**config.mk**
```make
export PLATFORM = sky130hd
export DESIGN_NAME = uart_tx_frame
export DESIGN_NICKNAME = d
export VERILOG_FILES = /design/src/rtl/uart_tx_frame.sv
export SDC_FILE = /design/constraint.sdc
export NUM_CORES = 1
export LEC_CHECK = 0
export ABC_AREA = 1
export CAP_MARGIN = 5
export CELL_PAD_IN_SITES_DETAIL_PLACEMENT = 0
export CELL_PAD_IN_SITES_GLOBAL_PLACEMENT = 1
export CORE_ASPECT_RATIO = 2
export CORE_UTILIZATION = 25
export CTS_CLUSTER_SIZE = 40
export DETAILED_ROUTE_END_ITERATION = 10
export GPL_TIMING_DRIVEN = 1
export PLACE_DENSITY_LB_ADDON = 0.08
export SYNTH_ARGS = -nofsm -noshare
export SYNTH_HDL_FRONTEND = slang
export SYNTH_SLANG_ARGS = --single-unit
```
**constraint.sdc**
```tcl
create_clock -name clk -period 4.3 [get_ports clk]
set_clock_uncertainty 0.15 [all_clocks]
set_input_delay 0.43 -clock clk [delete_from_list [all_inputs] [get_ports clk]]
set_output_delay 0.43 -clock clk [all_outputs]
set_load 0.01 [all_outputs]
```
**src/rtl/uart_tx_frame.sv**
```systemverilog
// UART transmitter: start bit, DATA_WIDTH data bits LSB first, optional parity, stop bit.
// Define UART_TX_HOLD_BUF_EN to add a one-entry holding register for back-to-back frames.
module uart_tx_frame #(
   parameter int DATA_WIDTH = 8
) (
   input  logic                  clk,
   input  logic                  rst,
   input  logic [DATA_WIDTH-1:0] P_DATA,
   input  logic                  Data_Valid,
   input  logic                  PAR_EN,
   input  logic                  PAR_TYP,
   output logic                  TX_OUT,
   output logic                  busy
);

   localparam int CNT_W = (DATA_WIDTH > 1) ? $clog2(DATA_WIDTH) : 1;
   localparam logic [CNT_W-1:0] CNT_LAST = CNT_W'(DATA_WIDTH - 1);

   typedef enum logic [2:0] {IDLE, START, DATA, PARITY, STOP} state_t;

   state_t                state_q, state_d;
   logic [CNT_W-1:0]      cnt_q, cnt_d;
   logic [DATA_WIDTH-1:0] sh_q, sh_d;
   logic                  par_en_q, par_en_d;
   logic                  par_q, par_d;
   logic                  tx_q, tx_d;
   logic                  busy_q, busy_d;
   logic                  load_in;
   logic                  load_hold;

   // Even parity is the XOR of the data bits; odd parity is its complement.
   function automatic logic parity_bit(input logic [DATA_WIDTH-1:0] data, input logic odd);
      parity_bit = odd ? ~(^data) : (^data);
   endfunction

`ifdef UART_TX_HOLD_BUF_EN
   logic [DATA_WIDTH-1:0] hold_data_q, hold_data_d;
   logic                  hold_pen_q, hold_pen_d;
   logic                  hold_ptyp_q, hold_ptyp_d;
   logic                  full_q, full_d;
`endif

   always_ff @(posedge clk or negedge rst) begin
      if (!rst) begin
         state_q <= IDLE;
      end else begin
         state_q <= state_d;
      end
   end

   always_comb begin
      state_d   = state_q;
      load_in   = 1'b0;
      load_hold = 1'b0;
      case (state_q)
         IDLE: begin
            if (Data_Valid) begin
               state_d = START;
               load_in = 1'b1;
            end
         end
         START:  state_d = DATA;
         DATA: begin
            if (cnt_q == CNT_LAST) state_d = par_en_q ? PARITY : STOP;
         end
         PARITY: state_d = STOP;
         STOP: begin
`ifdef UART_TX_HOLD_BUF_EN
            // A pending byte (buffered, or offered right now with busy low) starts without an idle gap.
            if (full_q) begin
               state_d   = START;
               load_hold = 1'b1;
            end else if (Data_Valid) begin
               state_d = START;
               load_in = 1'b1;
            end else begin
               state_d = IDLE;
            end
`else
            state_d = IDLE;
`endif
         end
         default: state_d = IDLE;
      endcase
   end

   // Outputs are computed from the next state so TX_OUT/busy leave flops aligned with state_q.
   always_comb begin
      sh_d     = sh_q;
      cnt_d    = cnt_q;
      par_en_d = par_en_q;
      par_d    = par_q;
      tx_d     = 1'b1;
      if (load_in) begin
         sh_d     = P_DATA;
         par_en_d = PAR_EN;
         par_d    = parity_bit(P_DATA, PAR_TYP);
      end
`ifdef UART_TX_HOLD_BUF_EN
      else if (load_hold) begin
         sh_d     = hold_data_q;
         par_en_d = hold_pen_q;
         par_d    = parity_bit(hold_data_q, hold_ptyp_q);
      end
`endif
      case (state_d)
         START: begin
            tx_d  = 1'b0;
            cnt_d = '0;
         end
         DATA: begin
            tx_d  = sh_q[0];
            sh_d  = sh_q >> 1;
            cnt_d = (state_q == DATA) ? cnt_q + CNT_W'(1) : '0;
         end
         PARITY:  tx_d = par_q;
         default: tx_d = 1'b1;
      endcase
   end

`ifdef UART_TX_HOLD_BUF_EN
   always_comb begin
      hold_data_d = hold_data_q;
      hold_pen_d  = hold_pen_q;
      hold_ptyp_d = hold_ptyp_q;
      full_d      = full_q;
      if (load_hold) begin
         full_d = 1'b0;
      end else if (Data_Valid && !full_q && (state_q != IDLE) && !load_in) begin
         hold_data_d = P_DATA;
         hold_pen_d  = PAR_EN;
         hold_ptyp_d = PAR_TYP;
         full_d      = 1'b1;
      end
      busy_d = full_d;
   end

   always_ff @(posedge clk or negedge rst) begin
      if (!rst) begin
         hold_data_q <= '0;
         hold_pen_q  <= 1'b0;
         hold_ptyp_q <= 1'b0;
         full_q      <= 1'b0;
      end else begin
         hold_data_q <= hold_data_d;
         hold_pen_q  <= hold_pen_d;
         hold_ptyp_q <= hold_ptyp_d;
         full_q      <= full_d;
      end
   end
`else
   always_comb begin
      busy_d = (state_d != IDLE);
   end
`endif

   always_ff @(posedge clk or negedge rst) begin
      if (!rst) begin
         cnt_q    <= '0;
         sh_q     <= '0;
         par_en_q <= 1'b0;
         par_q    <= 1'b0;
         tx_q     <= 1'b1;
         busy_q   <= 1'b0;
      end else begin
         cnt_q    <= cnt_d;
         sh_q     <= sh_d;
         par_en_q <= par_en_d;
         par_q    <= par_d;
         tx_q     <= tx_d;
         busy_q   <= busy_d;
      end
   end

   assign TX_OUT = tx_q;
   assign busy   = busy_q;

endmodule

```
---- Yosys cells after proc, flatten, opt, wreduce, memory -nomap -nowiden ----
Index checks and enable logic that the tools add are counted.
word-level totals
  flip-flop bits (word level) ............. 18
  output and inout port bits .............. 2
  logic and storage cells ................. 33
cells by class
  $add $sub $neg .......................... 1
  eq/ne operators ......................... 7
  muxes and demuxes ....................... 12
  bitwise logic cells ..................... 1
  reductions and logical operators ........ 5
operator list
  cell                 number
  $mux 8               2
  $eq 3x2->1 const B   4
  $mux 3               4
  $pmux 3 s4           1
  $reduce_xor 8->1     1
  $eq 3x1->1 const B   2
  $pmux 3 s2           1
  $reduce_bool 2->1    2
  $add 3x1->3 const B  1
  $eq 3x3->1 const B   1
  $logic_not 3->1      1
  $mux 1               3
  $pmux 1 s3           1
  $reduce_bool 3->1    1
  $not 1->1            1

---- Logic depth before layout (Yosys ltp) ----
Gate-level depths: netlist of the first run.
  depth after elaboration ................. 5
  gate-level depth with buffers ........... 10
  gate-level depth less buffers ........... 10

---- Least setup slack after synthesis of the first run ----
No wires, ideal clock.
  kind .................................... reg-to-reg
  start ................................... reg cnt_q[0]
  end ..................................... reg sh_q[0]
  library setup time ...................... 127 ps
  arrival time ............................ 1399 ps
  required time ........................... 4023 ps
  setup slack ............................. 2623 ps
  cell stages (with the launch flop) ...... 10
  clock period less this slack ............ 1677 ps
  cell sequence ........................... dfrtp_1 > ha_1 > ha_1 > o21ai_1 > nand2_1 > nand2_4 > nand2_4 > buf_12 > nand3_2 > o211ai_2
on the way
  cells in the longest elaborated chain, start to end .. 5
RTL lines
  element                                      line  text
  from (decl)                                  22    logic [CNT_W-1:0] cnt_q, cnt_d;
  from (signal assigned)                       166   cnt_q <= cnt_d;
  $eq 3x3->1 *                                 64    if (cnt_q == CNT_LAST) state_d = par_en_q ? PARITY : STOP;
  $mux 3 *                                     64
  $pmux 3 s4 *                                 55    case (state_q)
  named net state_d[1]                         21    state_t state_q, state_d;
  $eq 3x2->1 *                                 106   case (state_d)
  $mux 8 or $reduce_bool 2->1 (tied branches)  -
  to (signal assigned)                         160   sh_q <= '0;
  to (signal assigned)                         167   sh_q <= sh_d;
  to (decl)                                    23    logic [DATA_WIDTH-1:0] sh_q, sh_d;
Mark *: on every way through the listed nets, which the timed path passes. The rest lies on a longest branch.
A chain may end at the register's enable or synchronous reset.

---- Worst setup path in the final report of the first run ----
  start ................................... reg tx_q (netlist: TX_OUT)
  end ..................................... out TX_OUT
RTL lines
  element                 line  text
  from (decl)             26    logic tx_q, tx_d;
  from (signal assigned)  170   tx_q <= tx_d;
  to (decl)               12    output logic TX_OUT,
No word-level cell between the ends.

==> results of run 1 <==
-- power groups by stage --
| stage | logic [uW] | clock network [uW] | registers, uW |
|---|---|---|---|
| 5_1_grt | 370 | 154 | 295 |
| 2_1_floorplan | 267 | 0 | 284 |
| 6_report | 328 | 142 | 286 |
| 3_5_place_dp | 335 | 0 | 291 |
| 4_1_cts | 336 | 147 | 288 |
| 3_3_place_gp | 332 | 0 | 289 |
-- layer usage --
metal  GRT usage (%)  up-vias  share of wire [%]
met1           13.48      376                 42
li1                -      435                  -
met5               0        -                  0
met3           2.415        5                3.4
met2           21.24       17                 52
met4           7.598        0                2.8
-- flip-flops by register name, indices dropped and copies added, names as in the netlist --
| name | flops |
|---|---|
| par_q | 1 |
| TX_OUT | 1 |
| par_en_q | 1 |
| busy | 1 |
| state_q | 3 |
| sh_q | 8 |
| cnt_q | 3 |
-- worst paths after layout --
path / from / endpoint / slack [ps] / cells past startpoint
setup reg to reg: cnt_q[1] / sh_q[7] / 2410 / 9
hold / removal: par_q / par_q / 340 / 2
max in group asynchronous: rst / busy / 2960 / 1
setup / recovery: TX_OUT / TX_OUT / 2400 / 1
min in group asynchronous: rst / cnt_q[2] / 510 / 1
hold reg to reg: par_q / par_q / 340 / 2
-- logic make-up (layout without fill, tap and decap cells) --
| kind of cell | Yosys count | count (layout) | synth area share, % |
|---|---|---|---|
| AOI/OAI and AO/OA | 11 | 11 | 8.112 |
| xor gates and xnor gates | 2 | 2 | 1.623 |
| adders and majority gates | 2 | 2 | 2.317 |
| buffers and inverters | 17 | 33 | 7.764 |
| DFF | 18 | 18 | 41.83 |
| and+or+nand+nor | 73 | 73 | 38.35 |
-- final cells by class --
class / count / area [um2]
multi-input combinational: 88 / 544.3
fill: 446 / 2816
sequential: 18 / 451.7
timing repair buffer: 14 / 140.1
tap: 52 / 65.06
clock buffer: 4 / 55.05
inverter: 15 / 56.30
-- cell usage in the layout, fill, tap and decap left out, types with 3 or more instances in the layout --
cell | Yosys | layout
nand2_1 | 37 | 37
dfrtp_1 | 17 | 17
clkdlybuf4s50_1 | 0 | 14
nand3_2 | 13 | 13
nand3_1 | 12 | 12
inv_1 | 12 | 12
nor2_1 | 5 | 5
o211ai_2 | 4 | 4
clkbuf_8 | 0 | 4
inv_2 | 3 | 3
-- stage by stage --
stage	area, um2	util, %	hold slack, ps	worst slack (ps)
floorplan	1080	-	-15.59	2623
CTS	1313	31.79	338.9	2387
finish	1313	31.79	337.6	2404
global placement	1257	30.45	323.8	2165
detailed placement	1257	30.45	319.2	2157
global route	1313	31.79	363.0	2269
==> results.md, run 1 <==
- Status: complete, no violations
- Vias in the first global route: 856
- CP max FO: 1
- Core box area: 4129 um2
- Post-Route WL: 2.297 mm
- Required @ worst endpoint: 3720 ps
- Cell Area, Synth: 1080 um2
- Drt drc: 0
- Min cycle time layout: roughly 1900 ps
- Cells resized by post-CTS repair: 0
- GRT Overall Usage: about an eighth
- CTS Root Cell: clkbuf_8
- Post-synth top flop: dfrtp_1
- Cell variety after synth: 22
- Number of buffer and inverter stages on the critical path: 1
- Post-synthesis sequential area ratio: 41.83%
- Cell taking the most area after synthesis: dfrtp_1
- IO Port Bufs: 14
- Diode count: 0
- Overflow after GRT: 0
- Psw: 303.1 uW
- Routed length per placed instance: 12.03 um
- Fmax: 527.3 MHz
- Pre-Repair DR Iteration Count: 2
- Area share of the largest cell type after synthesis: 39.40%
- Placer Congestion: 0.7247
- Warnings from Yosys: 0
- Post-synth EDFFs: 0
- Hold Path Class: reg2reg
- Clock latency on the worst-skew pair: 260 ps
- Vias: 833
- Non-Filler Instances: 191
- Initial antenna violation count: 0
- Setup TNS: 0 ps
- Detailed Route Iter0 Violations: 9
- Via-to-Cell Ratio: 4.361
- Die area: between 4000 and 5000 um2
- Max-slew violation count: 0
- Top cells by area, synth: dfrtp_1, nand2_1, nand3_2, nand3_1, o211ai_2
- Reg clk slew, reported paths: 70 ps
- Int Power: 453.4 uW
- Top post-synthesis cells by count: nand2_1, dfrtp_1, nand3_2
- Static Leak: 0.0006385 uW
- Max IR drop VDD: about 0.00017 V
- Count leader, synth: nand2_1
- Core Rows: 33
- Number of buffers created by CTS: 3
- Fin crit share: between 40 and 50%
- Io pins: 15
- Avg Cell Area, Syn: 8.779 um2
- Design Power: roughly 760 uW
- Initial core utilization: 26.15%
- Number of synthesized register bits: 18
- Final Hold Viols: 0
- CTS Buffer Depth: 2
- Synth-to-Final Area Change: 21.55%
- Crit path cell chain: clkdlybuf4s50_1
- CP Class: reg2out
- Hold_buf cts: 0
- Syn Nets: 138
- Height of the die: 94.94 um
- Crit path capture type: primary output
- H-Tree Depth: 1
- Clock net sink count: 18
- CTS tree: built
- HPWL Detailed: 1.707 mm
- Rel. slew slack: 42.40%
- Net Sw Frac: 40.07%
- CP arrival: 1320 ps
- NumNets Final: 155
- Worst path slowest cell: dfstp_2
- PwrDens: 576.4 nW/um2
- Post-synth ARST share: 100.0%
- Cells after Synth: 123
- CP max stage delay: about 530 ps
- Pin count of the biggest net entering global routing: 19
- Share of layout cells above drive strength 1: 22.30%
- Worst-margin pin slew: 861.2 ps
- Clock group share of total power: 18.8%
- Setup crit start kind: register
- Max_cap viols: 0
- Post-DRT Antenna Nets: 0
- RSZ-0062 raised after global routing: no
- Global-route wire length before repair: between 4 and 5 mm
- Top Family by Delay on Critical Path: flip-flops
- Seq pwr share: 37.9%
- Setup bufs post-CTS: 0
- Comb pwr share: 43.4%
- Final setup violation count: 0
- Die width: 48.47 um
- Placed cells: 187
(Power assumes the default switching activity.)
==> inputs of run 2 (changes only) <==
==> constraint.sdc (replaced) <==
create_clock -name clk -period 1.8 [get_ports clk]
set_clock_uncertainty 0.15 [all_clocks]
set_input_delay 0.18 -clock clk [delete_from_list [all_inputs] [get_ports clk]]
set_output_delay 0.18 -clock clk [all_outputs]
set_load 0.01 [all_outputs]
==> run 2 against run 1 <==
Against the previous run:
- core utilization rose by 1.7 points
- final cell count grew 3.7%
- flip-flop and latch count unchanged
- non-clock buffer count up 7
- hold slack worse by 240 ps
- highest routed layer unchanged
==> results.md, run 2 (synthesized netlist as in run 1, its figures left out) <==
- HPWL Detailed: 1.806 mm
- Placed cells: 193
- Hold_buf cts: 0
- Share of layout cells above drive strength 1: 27.40%
- Net Sw Frac: 39.36%
- Routed length per placed instance: 11.72 um
- Fmax: 586.8 MHz
- Required @ worst endpoint: between 1500 and 2000 ps
- Setup crit start kind: register
- Fin crit share: a little over nine tenths
- Clock latency on the worst-skew pair: between 200 and 300 ps
- Pin count of the biggest net entering global routing: 19
- Final setup violation count: 0
- WL met3: 65 um
- H-Tree Depth: 1
- Footprint of the multi-input gates: 563.0 um2
- Crit path capture type: register
- Reg clk slew, reported paths: 70 ps
- Initial core utilization: 26.15%
- Number of buffers created by CTS: 3
- Detailed Route Iter0 Violations: 18
- Seq pwr share: 35.4%
- CP max FO: 5
- Die width: between 40 and 50 um
- Clock net sink count: 18
- Drt drc: 0
- Hold Path Class: in2async
- Met1 Wirelength: 899 um
- RSZ-0062 raised after global routing: yes
- WL met2: between 1 and 1.5 mm
- CTS Root Cell: clkbuf_8
- Max_cap viols: 0
- Rel. slew slack: 82.20%
- Post-Route WL: 2.320 mm
- Worst path slowest cell: dfrtp_1
- Static Leak: 0.0006691 uW
- Via-to-Cell Ratio: 4.394
- Global-route wire length before repair: 4.022 mm
- PwrDens: 1388 nW/um2
- Psw: 755.8 uW
- Clock group share of total power: 17.7%
- Max-slew violation count: 0
- Worst-margin pin slew: between 200 and 300 ps
- Core Rows: 33
- Reg2reg setup slack: 100 ps
- Pre-Repair DR Iteration Count: 3
- Core box area: 4129 um2
- Diode count: 0
- Max IR drop VDD: between 0.0003 and 0.0004 V
- Most common cell after layout, fill and taps aside: nand2_1
- Crit path cell chain: ha_1 -> ha_2 -> nand2_2 -> o21ai_1 -> nand2_1 -> nand2_4 -> buf_4 -> nand3_1 -> nand3_2
- Largest Register: sh_q
- Max Used Layer: met4
- Largest regs: sh_q x8, cnt_q x3, state_q x3
- Overflow after GRT: 0
- Height of the die: between 90 and 100 um
- Post-DRT Antenna Nets: 0
- CTS Buffer Depth: 2
- Register area: 451.7 um2
- IO Port Bufs: 14
- Non-Filler Instances: 198
- Final Hold Viols: 0
- Status: complete, no violations
- Die area: 4602 um2
- CP arrival: between 1500 and 2000 ps
- Max FFs per register: 8
- Vias: 870
- Min cycle time layout: around 1700 ps
- CP max stage delay: 390 ps
- Io pins: 15
- Int Power: 1164 uW
- GRT Overall Usage: 11.79%
- Fillers: 458
- Util after Layout: about a third
- Placer Congestion: a little under 0.7
- Vias in the first global route: 901
- CTS tree: built
- NumNets Final: between 150 and 200
- Initial antenna violation count: 0
- CP Class: reg2reg
- Comb pwr share: between 40% and 50%
- Synth-to-Final Area Change: 28.16%
- Commonest cells after routing, fill and taps aside: nand2_1, dfrtp_1, clkdlybuf4s50_1
==> run 2: layout make-up <==
class	count	area share, %
flip-flops and latches	18	32.64
clock buffers	4	3.978
inverters	15	4.069
repair buffers	21	13.92
well taps	52	4.702
multi-input cells	88	40.69
==> run 2: critical path: cells and delay by family (launching register included) <==
| kind | cells | cell delay (ps) |
|---|---|---|
| AO/OA/AOI/OAI | 1 | 60 |
| flip-flops | 1 | 390 |
| AND/OR/NAND/NOR | 5 | 440 |
| adder cells (fa/ha/maj) | 2 | 390 |
| buffers and inverters | 1 | 160 |
==> run 2: worst paths after layout <==
kind	depth (start not counted)	start	endpoint
setup / recovery	9	cnt_q[0]	sh_q[2]
hold / removal	2	rst	cnt_q[2]
setup reg to reg	9	cnt_q[0]	sh_q[2]
hold reg to reg	2	par_q	par_q
max in group asynchronous	2	rst	TX_OUT
min in group clk	3	PAR_EN	par_en_q
==> run 2: layer usage <==
layer  vias to the layer above  track usage (%)
li1                        444                -
met1                       406            11.87
met2                        15            22.54
met3                         5            1.932
met4                         0            6.618
met5                         -                0
==> run 2: power groups by stage <==
stage                     Clock [uW]  Combinational [uW]  Sequential, uW
after CTS                        354                 908             679
after detailed placement           0                 878             689
after global placement             0                 874             686
after floorplan                    0                 639             679
after global routing             371                1010             698
final                            340                 900             680
==> run 2: what timing repair did <==
| action | CTS | global route |
|---|---|---|
| buffers inserted | 0 | 1 |
| resized for setup | 1 | 3 |
| setup endpoints to repair | 3 | 12 |
==> run 2: stage by stage <==
| step | cell area, um2 | total power (uW) | worst slack (ps) | hold slack, ps | TNS, ps |
|---|---|---|---|---|---|
| 2_1_floorplan | 1080 | 1318 | 123.5 | -265.6 | 0 |
| 3_3_place_gp | 1303 | 1560 | 45.63 | 332.7 | 0 |
| 3_5_place_dp | 1303 | 1566 | 0.8061 | 334.7 | 0 |
| 4_1_cts | 1366 | 1940 | 0.9842 | 109.9 | 0 |
| 5_1_grt | 1384 | 2077 | -14.86 | 132.9 | -47.47 |
| 6_report | 1384 | 1920 | 95.91 | 98.72 | 0 |
==> inputs of run 3 (changes only) <==
--- a/config.mk
+++ b/config.mk
@@ -18,3 +18,4 @@
 export SYNTH_ARGS = -nofsm -noshare
 export SYNTH_HDL_FRONTEND = slang
 export SYNTH_SLANG_ARGS = --single-unit
+export TNS_END_PERCENT = 20
==> results of run 3 <==
No change in the layout: final DEF, timing and power equal those of run 2.
